## src/rtl/txn_pkg.sv

```systemverilog
// Shared encodings for the transaction dispatcher: request op codes, response
// status codes, controller states and the queued request record.
package txn_pkg;

  typedef enum logic [1:0] {
    OP_SEARCH   = 2'd0,
    OP_INSERT   = 2'd1,
    OP_TRANSACT = 2'd2,
    OP_ILLEGAL  = 2'd3
  } op_e;

  typedef enum logic [2:0] {
    ST_OK           = 3'd0,
    ST_NOT_FOUND    = 3'd1,
    ST_INSUFFICIENT = 3'd2,
    ST_OVERFLOW     = 3'd3,
    ST_TIMEOUT      = 3'd4,
    ST_BAD_OP       = 3'd5
  } status_e;

  typedef enum logic [2:0] {
    S_IDLE,
    S_POP,
    S_LOOKUP,
    S_WAIT_LOOKUP,
    S_ISSUE,
    S_WAIT_OP,
    S_RESPOND
  } state_e;

  typedef struct packed {
    op_e         op;
    logic [31:0] key;
    logic [31:0] value;
    logic        kind;
  } req_t;

endpackage

```

## src/rtl/txn_fifo.sv

```systemverilog
// Synchronous request FIFO with registered occupancy count and a registered
// ready flag that depends only on the occupancy after the current cycle.
module txn_fifo #(
  parameter int DEPTH = 8,
  parameter int WIDTH = 8,
  localparam int AW = $clog2(DEPTH)
) (
  input  logic             clock,
  input  logic             reset,
  input  logic             push,
  input  logic [WIDTH-1:0] push_data,
  output logic             ready,
  input  logic             pop,
  output logic [WIDTH-1:0] pop_data,
  output logic [AW:0]      count
);

  logic [WIDTH-1:0] mem [DEPTH];
  logic [AW-1:0]    wr_ptr;
  logic [AW-1:0]    rd_ptr;
  logic [AW:0]      count_next;
  logic             do_push;
  logic             do_pop;

  assign do_push  = push && ready;
  assign do_pop   = pop && (count != '0);
  assign pop_data = mem[rd_ptr];

  always_comb begin
    count_next = count;
    case ({do_push, do_pop})
      2'b10:   count_next = count + 1'b1;
      2'b01:   count_next = count - 1'b1;
      default: count_next = count;
    endcase
  end

  // NOTE: reset is synchronous and active-high, so it is sampled inside the
  // clocked block; all state updates use non-blocking assignments.
  always_ff @(posedge clock) begin
    if (reset) begin
      wr_ptr <= '0;
      rd_ptr <= '0;
      count  <= '0;
      ready  <= 1'b1;
    end else begin
      if (do_push) wr_ptr <= wr_ptr + 1'b1;
      if (do_pop)  rd_ptr <= rd_ptr + 1'b1;
      count <= count_next;
      ready <= (count_next != (AW+1)'(DEPTH));
    end
  end

  // NOTE: storage is deliberately not reset; the pointers and count alone
  // decide which entries are valid, and this keeps the array a plain RAM.
  always_ff @(posedge clock) begin
    if (do_push) mem[wr_ptr] <= push_data;
  end

endmodule

```

## src/rtl/txn_dispatcher.sv

```systemverilog
// Pulls account requests from a queue, drives one key-value store operation
// at a time (with a balance pre-check for transacts) and returns a response.
module txn_dispatcher
  import txn_pkg::*;
#(
  parameter int FIFO_DEPTH     = 8,
  parameter int TIMEOUT_CYCLES = 255
) (
  input  logic                        clock,
  input  logic                        reset,
  input  logic                        req_valid,
  output logic                        req_ready,
  input  logic [1:0]                  req_op,
  input  logic [31:0]                 req_key,
  input  logic [31:0]                 req_value,
  input  logic                        req_kind,
  output logic                        kv_start,
  output logic [1:0]                  kv_signal,
  output logic [31:0]                 kv_key,
  output logic [31:0]                 kv_value,
  output logic [31:0]                 kv_transact_value,
  output logic                        kv_transact_kind,
  input  logic                        kv_done,
  input  logic                        kv_found,
  input  logic [31:0]                 kv_value_addr,
  input  logic [31:0]                 kv_updated_value,
  output logic                        rsp_valid,
  input  logic                        rsp_ready,
  output logic [2:0]                  rsp_status,
  output logic [31:0]                 rsp_value,
  output logic [31:0]                 rsp_addr,
  output logic [$clog2(FIFO_DEPTH):0] fifo_count
);

  localparam int TW = $clog2(TIMEOUT_CYCLES + 1) + 1;

  state_e      state;
  req_t        push_entry;
  req_t        pop_entry;
  req_t        held;
  logic [TW-1:0] timer;
  logic [32:0] credit_sum;
  logic        fifo_pop;
  logic        timed_out;

  assign push_entry = '{op: op_e'(req_op), key: req_key, value: req_value, kind: req_kind};
  assign fifo_pop   = (state == S_POP);
  assign credit_sum = {1'b0, kv_updated_value} + {1'b0, held.value};
  // Timer counts cycles since kv_start; the last legal wait cycle is T-1.
  assign timed_out  = (timer >= TW'(TIMEOUT_CYCLES - 1));

  txn_fifo #(
    .DEPTH (FIFO_DEPTH),
    .WIDTH ($bits(req_t))
  ) u_fifo (
    .clock     (clock),
    .reset     (reset),
    .push      (req_valid),
    .push_data (push_entry),
    .ready     (req_ready),
    .pop       (fifo_pop),
    .pop_data  (pop_entry),
    .count     (fifo_count)
  );

  always_ff @(posedge clock) begin
    if (reset) begin
      state             <= S_IDLE;
      held              <= '0;
      timer             <= '0;
      kv_start          <= 1'b0;
      kv_signal         <= '0;
      kv_key            <= '0;
      kv_value          <= '0;
      kv_transact_value <= '0;
      kv_transact_kind  <= 1'b0;
      rsp_valid         <= 1'b0;
      rsp_status        <= '0;
      rsp_value         <= '0;
      rsp_addr          <= '0;
    end else begin
      kv_start <= 1'b0;
      case (state)
        S_IDLE: if (fifo_count != '0) state <= S_POP;

        S_POP: begin
          held              <= pop_entry;
          kv_key            <= pop_entry.key;
          kv_value          <= pop_entry.value;
          kv_transact_value <= pop_entry.value;
          kv_transact_kind  <= pop_entry.kind;
          timer             <= '0;
          case (pop_entry.op)
            OP_TRANSACT: begin
              kv_start  <= 1'b1;
              kv_signal <= OP_SEARCH;
              state     <= S_LOOKUP;
            end
            OP_ILLEGAL: begin
              rsp_valid  <= 1'b1;
              rsp_status <= ST_BAD_OP;
              rsp_value  <= '0;
              rsp_addr   <= '0;
              state      <= S_RESPOND;
            end
            default: begin
              kv_start  <= 1'b1;
              kv_signal <= pop_entry.op;
              state     <= S_ISSUE;
            end
          endcase
        end

        S_LOOKUP: begin
          timer <= timer + 1'b1;
          state <= S_WAIT_LOOKUP;
        end

        S_ISSUE: begin
          timer <= timer + 1'b1;
          state <= S_WAIT_OP;
        end

        S_WAIT_LOOKUP: begin
          timer <= timer + 1'b1;
          if (kv_done) begin
            rsp_value <= kv_updated_value;
            rsp_addr  <= kv_value_addr;
            if (!kv_found) begin
              rsp_valid  <= 1'b1;
              rsp_status <= ST_NOT_FOUND;
              rsp_value  <= '0;
              rsp_addr   <= '0;
              state      <= S_RESPOND;
            end else if (!held.kind && (held.value > kv_updated_value)) begin
              rsp_valid  <= 1'b1;
              rsp_status <= ST_INSUFFICIENT;
              state      <= S_RESPOND;
            end else if (held.kind && credit_sum[32]) begin
              rsp_valid  <= 1'b1;
              rsp_status <= ST_OVERFLOW;
              state      <= S_RESPOND;
            end else begin
              kv_start          <= 1'b1;
              kv_signal         <= OP_TRANSACT;
              kv_key            <= held.key;
              kv_transact_value <= held.value;
              kv_transact_kind  <= held.kind;
              timer             <= '0;
              state             <= S_ISSUE;
            end
          end else if (timed_out) begin
            rsp_valid  <= 1'b1;
            rsp_status <= ST_TIMEOUT;
            rsp_value  <= '0;
            rsp_addr   <= '0;
            state      <= S_RESPOND;
          end
        end

        S_WAIT_OP: begin
          timer <= timer + 1'b1;
          if (kv_done) begin
            rsp_valid <= 1'b1;
            state     <= S_RESPOND;
            if (held.op == OP_SEARCH && !kv_found) begin
              rsp_status <= ST_NOT_FOUND;
              rsp_value  <= '0;
              rsp_addr   <= '0;
            end else begin
              rsp_status <= ST_OK;
              rsp_value  <= kv_updated_value;
              rsp_addr   <= kv_value_addr;
            end
          end else if (timed_out) begin
            rsp_valid  <= 1'b1;
            rsp_status <= ST_TIMEOUT;
            rsp_value  <= '0;
            rsp_addr   <= '0;
            state      <= S_RESPOND;
          end
        end

        S_RESPOND: begin
          if (rsp_ready) begin
            rsp_valid <= 1'b0;
            state     <= S_IDLE;
          end
        end

        default: state <= S_IDLE;
      endcase
    end
  end

endmodule

```

## config.mk

```make
export PLATFORM = sky130hd
export DESIGN_NAME = txn_dispatcher
export DESIGN_NICKNAME = d
export VERILOG_FILES = /design/src/rtl/txn_pkg.sv /design/src/rtl/txn_fifo.sv /design/src/rtl/txn_dispatcher.sv
export SDC_FILE = /design/constraint.sdc
export NUM_CORES = 1
export LEC_CHECK = 0
export CAP_MARGIN = 20
export CORE_UTILIZATION = 40
export CTS_CLUSTER_DIAMETER = 50
export DETAILED_ROUTE_END_ITERATION = 12
export DONT_BUFFER_PORTS = 1
export GPL_TIMING_DRIVEN = 0
export SYNTH_ARGS = -nofsm -noshare
export SYNTH_HDL_FRONTEND = slang
export SYNTH_SLANG_ARGS = --single-unit
```

## constraint.sdc

```tcl
create_clock -name clock -period 25.1 [get_ports clock]
set_clock_uncertainty 0.1 [all_clocks]
set_input_delay 6.275 -clock clock [delete_from_list [all_inputs] [get_ports clock]]
set_output_delay 6.275 -clock clock [all_outputs]
set_load 0.02 [all_outputs]
```

# Word level (Yosys, flattened, before mapping)
# Memory sizes are Yosys's and may differ from the RTL's. A register that Yosys moved wholly into a read port is not among the register bits.
# Index checks and enable logic that the tools add are counted.
[word_totals] ff_bits=226 n_memories=1 ramBits=536 word_cells=147 output_inout_bits=173 inputBits=137
[op_classes] addsub=6 order_cmp=2 n_reduce_logical=21 mux=78 n_eq_ne=20
[memory_table] memory="u_fifo.mem" words=8 word_bits=67 rd=1 rd_clocked_by_memory_dff=1 write_ports=1 line="txn_fifo.sv:18" source="logic [WIDTH-1:0] mem [DEPTH];"
[ops] operator="$mux W32" n=19
[ops] operator="$pmux W32 S3" n=2
[ops] operator="$pmux W32 S2" n=2
[ops] operator="$mux W3" n=14
[ops] operator="$mux W9" n=4
[ops] operator="$add A32 B32 Y33" n=1
[ops] operator="$gt A32 B32 Y1" n=1
[ops] operator="$pmux W9 S3" n=1
[ops] operator="$pmux W3 S7" n=1
[ops] operator="$mux W1" n=20
[ops] operator="$ne A2 B2 Y1 const B" n=8
[ops] operator="$mux W2" n=7
[ops] operator="$add A9 B1 Y9 const B" n=1
[ops] operator="$eq A3 B3 Y1 const B" n=3
[ops] operator="$ge A9 B8 Y1 const B" n=1
[ops] operator="$pmux W3 S3" n=1
[ops] operator="$pmux W2 S2" n=2
[ops] operator="$pmux W4 S2" n=1
[ops] operator="$reduce_bool A4 Y1" n=2
[ops] operator="$add A3 B1 Y3 const B" n=2
[ops] operator="$eq A2 B2 Y1 const B" n=3
[ops] operator="$eq A3 B2 Y1 const B" n=2
[ops] operator="$pmux W3 S2" n=1
[ops] operator="$reduce_and A6 Y1" n=1
[ops] operator="19 further kinds" n=27

# Logic depth before layout (Yosys ltp)
[depth] ltp_word=7 ltp_mapped=12 mapped_depth_nobuf=11

# Cells and area by module
# From an unflattened synthesis, not the netlist that was laid out.
[hier_totals] cells_unflattened=2034 area_unflattened_um2=31300.0
[by_module_without_submodules] module="txn_fifo" instances=1 cells_per_inst=851 area_per_inst_um2=21111.5 seq_area_each_um2=16375.7
[by_module_without_submodules] module="txn_dispatcher" instances=1 cells_per_inst=1183 area_per_inst_um2=10188.5 seq_area_each_um2=4304.1

# Least setup slack after synthesis
# No wires, ideal clock.
[synth_path] kind="input-to-reg" from="input port req_valid" to="memory u_fifo.mem[0][0] in the netlist's numbering, enable pin" setup_ns=0.657 arrival_time_ns=12.788 setup_slack_ns=11.554 path_buffers=0 required_ns=24.343 cell_stages=2 path_cell_list="nand2_1 -> nor4_1"
[synth_between] elab_chain_len=3
[synth_lines] element="from (decl)" line="txn_dispatcher.sv:11" source="input logic req_valid,"
[synth_lines] element="$logic_and A1 B1 Y1" line="txn_fifo.sv:25" source="assign do_push = push && ready;"
[synth_lines] element="$mux W1" line="txn_fifo.sv:57" source="if (do_push) mem[wr_ptr] <= push_data;"
[synth_lines] element="$mux W1 (not written as such)" line="txn_fifo.sv:57"
[synth_lines] element="to (decl)" line="txn_fifo.sv:18"
# No other way between the ends.

# Worst setup path after layout
[layout_path] from="input port kv_updated_value[14]" to="register kv_key[11]"
[layout_between] elab_chain_len=4 word_cells_on_any_way=7 classes_between="add/sub (1); order compare (1); eq/ne (2); reduce/logical (3)"
[layout_lines] element="from (decl)" line="txn_dispatcher.sv:26" source="input logic [31:0] kv_updated_value,"
[layout_lines] element="$add A32 B32 Y33 / $gt A32 B32 Y1 (equally long branches)" line="txn_dispatcher.sv:48, txn_dispatcher.sv:135"
[layout_lines] element="$logic_and A1 B1 Y1 (on tied branches)" line="txn_dispatcher.sv:139, txn_dispatcher.sv:135"
[layout_lines] element="$ne A2 B2 Y1 (no line)"
[layout_lines] element="$reduce_and A5 Y1 (no line) *"
[layout_lines] element="to (signal assigned)" line="txn_dispatcher.sv:88" source="kv_key <= pop_entry.key;"
[layout_lines] element="to (signal assigned)" line="txn_dispatcher.sv:146" source="kv_key <= held.key;"
[layout_lines] element="to (decl)" line="txn_dispatcher.sv:19" source="output logic [31:0] kv_key,"
# Mark *: on every way between the ends. The rest lies on a longest branch, timed or not.
# A chain may end at the register's enable or synchronous reset.

==> flow_results.xml <==
<?xml version="1.0" encoding="UTF-8"?>
<metrics>
  <group name="run_status">
    <metric name="run_status" unit="">complete, no violations</metric>
  </group>
  <group name="sta">
    <metric name="worst_slew_pin_slew" unit="ns">1.06</metric>
    <metric name="hold_violations" unit="">0</metric>
    <metric name="final_period_minus_worst_setup_slack" unit="ns">9.63</metric>
    <metric name="final.period_utilization" unit="%">38.4</metric>
    <metric name="setup_total_negative_slack" unit="ns">0</metric>
    <metric name="timing.slew.headroom" unit="%">29.2</metric>
    <metric name="slew_viol_final" unit="">0</metric>
    <metric name="final-setup-viol-count" unit="">0</metric>
    <metric name="grt_setup_unrepaired" unit="">false</metric>
    <metric name="fmax" unit="GHz">0.104</metric>
  </group>
  <group name="detailed_routing">
    <metric name="final_antenna_net_count" unit="">0</metric>
    <metric name="via_per_inst" unit="">5.61</metric>
    <metric name="drt_pass1_iterations" unit="">5</metric>
    <metric name="num_vias" unit="">20200</metric>
    <metric name="drt_iter0_drc" unit="">1415</metric>
    <metric name="detail_route.wirelength" unit="µm">92200</metric>
    <metric name="drt-wirelength-per-cell" unit="µm">25.5</metric>
    <metric name="detail_route.drc_violations" unit="">0</metric>
  </group>
  <group name="critical_path">
    <metric name="crit_path_frequent_cell" unit="">sky130_fd_sc_hd__inv_1</metric>
    <metric name="timing.critical_path.buf_inv" unit="">3</metric>
    <metric name="crit_path_cell_trace" unit="">inv_1 &gt; ha_1 &gt; inv_1 &gt; a221oi_1 &gt; o21bai_1 &gt; nor4_1 &gt; o211ai_1 &gt; or3_1 &gt; nand2_1 &gt; clkbuf_1 &gt; o21ai_0</metric>
    <metric name="r2r-end" unit="">kv_key[11]</metric>
    <metric name="path_class" unit="">in2reg</metric>
    <metric name="crit_path_top_delay_cell" unit="">sky130_fd_sc_hd__nand2_1</metric>
    <metric name="timing.critical_path.slowest_cell_delay" unit="ns">0.79</metric>
    <metric name="r2r_start" unit="">held[2]</metric>
    <metric name="end_kind" unit="">register</metric>
    <metric name="timing.critical_path.max_delay_family" unit="">simple AND/OR/NAND/NOR gates</metric>
    <metric name="critical_path.startpoint_type" unit="">input pin</metric>
    <metric name="reg2reg_setup_slack" unit="ns">20.70</metric>
    <metric name="worstPathRequired" unit="ns">25.50</metric>
    <metric name="worstPathArrival" unit="ns">10.03</metric>
    <metric name="worst-path-max-fanout" unit="">10</metric>
    <metric name="r2r.worst_path.cells" unit="">10</metric>
  </group>
  <group name="min_path">
    <metric name="timing.hold.worst.class" unit="">reg2reg</metric>
    <metric name="hold-path-cell-count" unit="">2</metric>
    <metric name="worstHoldEndpoint" unit="">held[52]</metric>
    <metric name="hold_crit_start" unit="">held[52]</metric>
  </group>
  <group name="cts">
    <metric name="tritoncts_clock_tree" unit="">done</metric>
    <metric name="clockBufferDepth" unit="">3</metric>
    <metric name="postCtsSetupBuffers" unit="">0</metric>
    <metric name="worstSkewPairLatency" unit="ns">0.64</metric>
    <metric name="cts.clk_slew.worst_paths" unit="ns">0.06</metric>
    <metric name="numClockSinks" unit="">765</metric>
    <metric name="root_cell_of_the_clock_tree" unit="">sky130_fd_sc_hd__clkbuf_16</metric>
    <metric name="cts_repair_resize_count" unit="">0</metric>
    <metric name="numCtsBuffers" unit="">91</metric>
    <metric name="maximum_level_of_the_cts_h_tree" unit="">3</metric>
    <metric name="cts-hold-fix-buffers" unit="">0</metric>
  </group>
  <group name="pwr">
    <metric name="leakagePower" unit="µW">0.0121</metric>
    <metric name="vdd_ir_drop_max" unit="V">0.0000528</metric>
    <metric name="netSwitchingFraction" unit="%">30.7</metric>
    <metric name="clockPowerShare" unit="%">36.3</metric>
    <metric name="power.combinational.fraction" unit="%">19.6</metric>
    <metric name="net_switching_power" unit="µW">1120</metric>
    <metric name="power_density" unit="nW/µm²">98.2</metric>
    <metric name="total_power" unit="µW">3650</metric>
    <metric name="internal_power" unit="µW">2530</metric>
    <metric name="pwr-share-seq" unit="%">44.1</metric>
  </group>
  <group name="synth">
    <metric name="number_of_flops_mapped_to_enable_cells_by_yosys" unit="">536</metric>
    <metric name="syn-mean-instance-area" unit="µm²">13.7</metric>
    <metric name="count_of_synthesis_stage_warnings_from_yosys" unit="">0</metric>
    <metric name="synth_sequential_area_ratio" unit="%">64.6</metric>
    <metric name="synthArstFlopShare" unit="%">0</metric>
    <metric name="synth_cells" unit="">2330</metric>
    <metric name="area_of_the_mapped_netlist" unit="µm²">32000</metric>
    <metric name="netlist.top_cell.by_area" unit="">sky130_fd_sc_hd__edfxtp_1</metric>
    <metric name="synth_top_area_share" unit="%">50.3</metric>
    <metric name="synthesis.nets" unit="">2539</metric>
    <metric name="synth.top_cells.by_area" unit="">sky130_fd_sc_hd__edfxtp_1 50%, sky130_fd_sc_hd__dfxtp_1 14%, sky130_fd_sc_hd__mux4_2 9.4%</metric>
    <metric name="synth_ff_type" unit="">sky130_fd_sc_hd__edfxtp_1</metric>
    <metric name="yosys.cell_types.count" unit="">58</metric>
    <metric name="register_bit_count_reported_by_yosys" unit="">765</metric>
  </group>
  <group name="final_layout">
    <metric name="area_growth_syn_to_layout" unit="%">16.1</metric>
    <metric name="design.final.nets" unit="">2691</metric>
    <metric name="layoutNonFillerInstCount" unit="">3610</metric>
    <metric name="final_cell_mix" unit="">536 x sky130_fd_sc_hd__edfxtp_1, 229 x sky130_fd_sc_hd__dfxtp_1, 206 x sky130_fd_sc_hd__o21ai_0</metric>
    <metric name="most_common_library_cell_in_the_layout_ignoring_fill_and_taps" unit="">sky130_fd_sc_hd__edfxtp_1</metric>
    <metric name="post_route_cells_drive_above_1_share" unit="%">15.7</metric>
    <metric name="fillCellCount" unit="">6863</metric>
    <metric name="finish.instance_area" unit="µm²">37200</metric>
  </group>
  <group name="global_routing">
    <metric name="antenna_violations_before_repair" unit="">2</metric>
    <metric name="groute.usage.overall" unit="%">22.5</metric>
    <metric name="grt_max_degree" unit="">22</metric>
    <metric name="grt_overflow_total" unit="">0</metric>
    <metric name="first_global_vias" unit="">20800</metric>
    <metric name="grt_first_pass_wirelength" unit="µm">136000</metric>
  </group>
  <group name="floorplan">
    <metric name="fp.dieH" unit="µm">285</metric>
    <metric name="boundary_pin_count" unit="">310</metric>
    <metric name="die_area" unit="µm²">81200</metric>
    <metric name="core" unit="µm²">79100</metric>
    <metric name="start_util" unit="%">40.4</metric>
    <metric name="row_count" unit="">103</metric>
    <metric name="chipWidth" unit="µm">285</metric>
  </group>
  <group name="placed_design">
    <metric name="io_buffers" unit="">0</metric>
    <metric name="finalWeightedCongestion" unit="">0.942</metric>
    <metric name="placement.cell_area" unit="µm²">34100</metric>
    <metric name="place.detailed.hpwl" unit="µm">68000</metric>
    <metric name="numPlacedInstances" unit="">3438</metric>
  </group>
  <group name="job">
    <metric name="maxCapViolations" unit="">0</metric>
  </group>
</metrics>
## cell families (layout without fill, tap and decap cells)
| family | Yosys count | in the layout | synth area share, % |
|---|---|---|---|
| flops | 765 | 765 | 64.6 |
| compound gates | 547 | 547 | 10.0 |
| simple gates | 471 | 471 | 7.13 |
| buf+inv | 262 | 491 | 3.52 |
| mux | 203 | 203 | 11.6 |
| fa+ha+maj | 72 | 72 | 2.84 |
| xor+xnor | 10 | 10 | 0.274 |
| other cells | 0 | 1 | 0 |
## tightest hold or removal path: cells and delay by family, from the launching register on
family / cells / cell delay, ns
flops: 1 / 0.31
simple gates: 1 / 0.09
compound gates: 1 / 0.05
## routing by layer
| metal | up-vias | global-route usage, % | wire length [µm] |
|---|---|---|---|
| li1 | 9192 | - | - |
| met1 | 10200 | 26.9 | 35700 |
| met2 | 742 | 39.0 | 46300 |
| met3 | 142 | 6.74 | 8040 |
| met4 | 0 | 6.48 | 2170 |
| met5 | - | 0 | 0 |
## stage by stage
| stage | setup WS (ns) | hold slack [ns] | util (%) |
|---|---|---|---|
| 6_report | 15.47 | 0.399 | 47.0 |
| 5_1_grt | 15.23 | 0.421 | 47.0 |
| 4_1_cts | 15.40 | 0.399 | 47.0 |
| 3_5_place_dp | 14.76 | 0.391 | 43.1 |
| 3_3_place_gp | 4.26 | 0.363 | 42.1 |
| 2_1_floorplan | 11.55 | 0.344 | - |
## sequential cells by signal, summed over array words and instances, names as in the netlist, 4 cells and up, named ones only
register,cells
held,67
timer,9
u_fifo.mem,536
rsp_value,32
kv_key,32
kv_transact_value,32
u_fifo.count,4
rsp_addr,32
## worst max-delay path by stage
| stage | slack [ns] | startpoint | depth (start not counted) | endpoint |
|---|---|---|---|---|
| global placement | 4.26 | req_valid | 2 | u_fifo.mem[0][10] |
| global route | 15.23 | kv_updated_value[14] | 11 | kv_key[17] |
| finish | 15.47 | kv_updated_value[14] | 11 | kv_key[11] |
| CTS | 15.40 | kv_updated_value[14] | 11 | kv_key[11] |
| floorplan | 11.55 | req_valid | 2 | u_fifo.mem[0][0] |
| detailed placement | 14.76 | kv_updated_value[14] | 11 | kv_key[11] |
## cell type report
type                       count  area (µm²)  share of cell area, %
antenna                        1        2.50                0.00673
tap                         1050        1310                   3.53
timing repair buffer          59         732                   1.97
buffer                       207         920                   2.47
clock inverter                46         529                   1.42
clock buffer                 124        2540                   6.83
inverter                      55         206                  0.555
sequential                   765       20700                   55.6
multi-input combinational   1303       10200                   27.6
## synthesized netlist by cell type, drive strengths merged, types with 3 or more instances
master,count
o21bai,4
nand2b,71
nand2,94
nor2b,6
nor4,12
and2,3
nor2,171
o31ai,3
o21ai,206
dfxtp,229
clkbuf,140
a211oi,134
or3,3
nand3,21
xor2,8
edfxtp,536
ha,71
mux2i,68
o41ai,3
nor3,8
mux4,134
a21o,7
nand4,73
o211ai,3
a21oi,164
buf,67
inv,55
## power by group through the flow
stage	Combinational, µW	Clock [µW]	Sequential (µW)
after floorplan	512	0	1590
after global placement	690	0	1640
after detailed placement	717	0	1640
after CTS	720	1350	1610
after global routing	786	1400	1620
final	715	1330	1610
No activity file was read; power rests on OpenSTA's default activity.
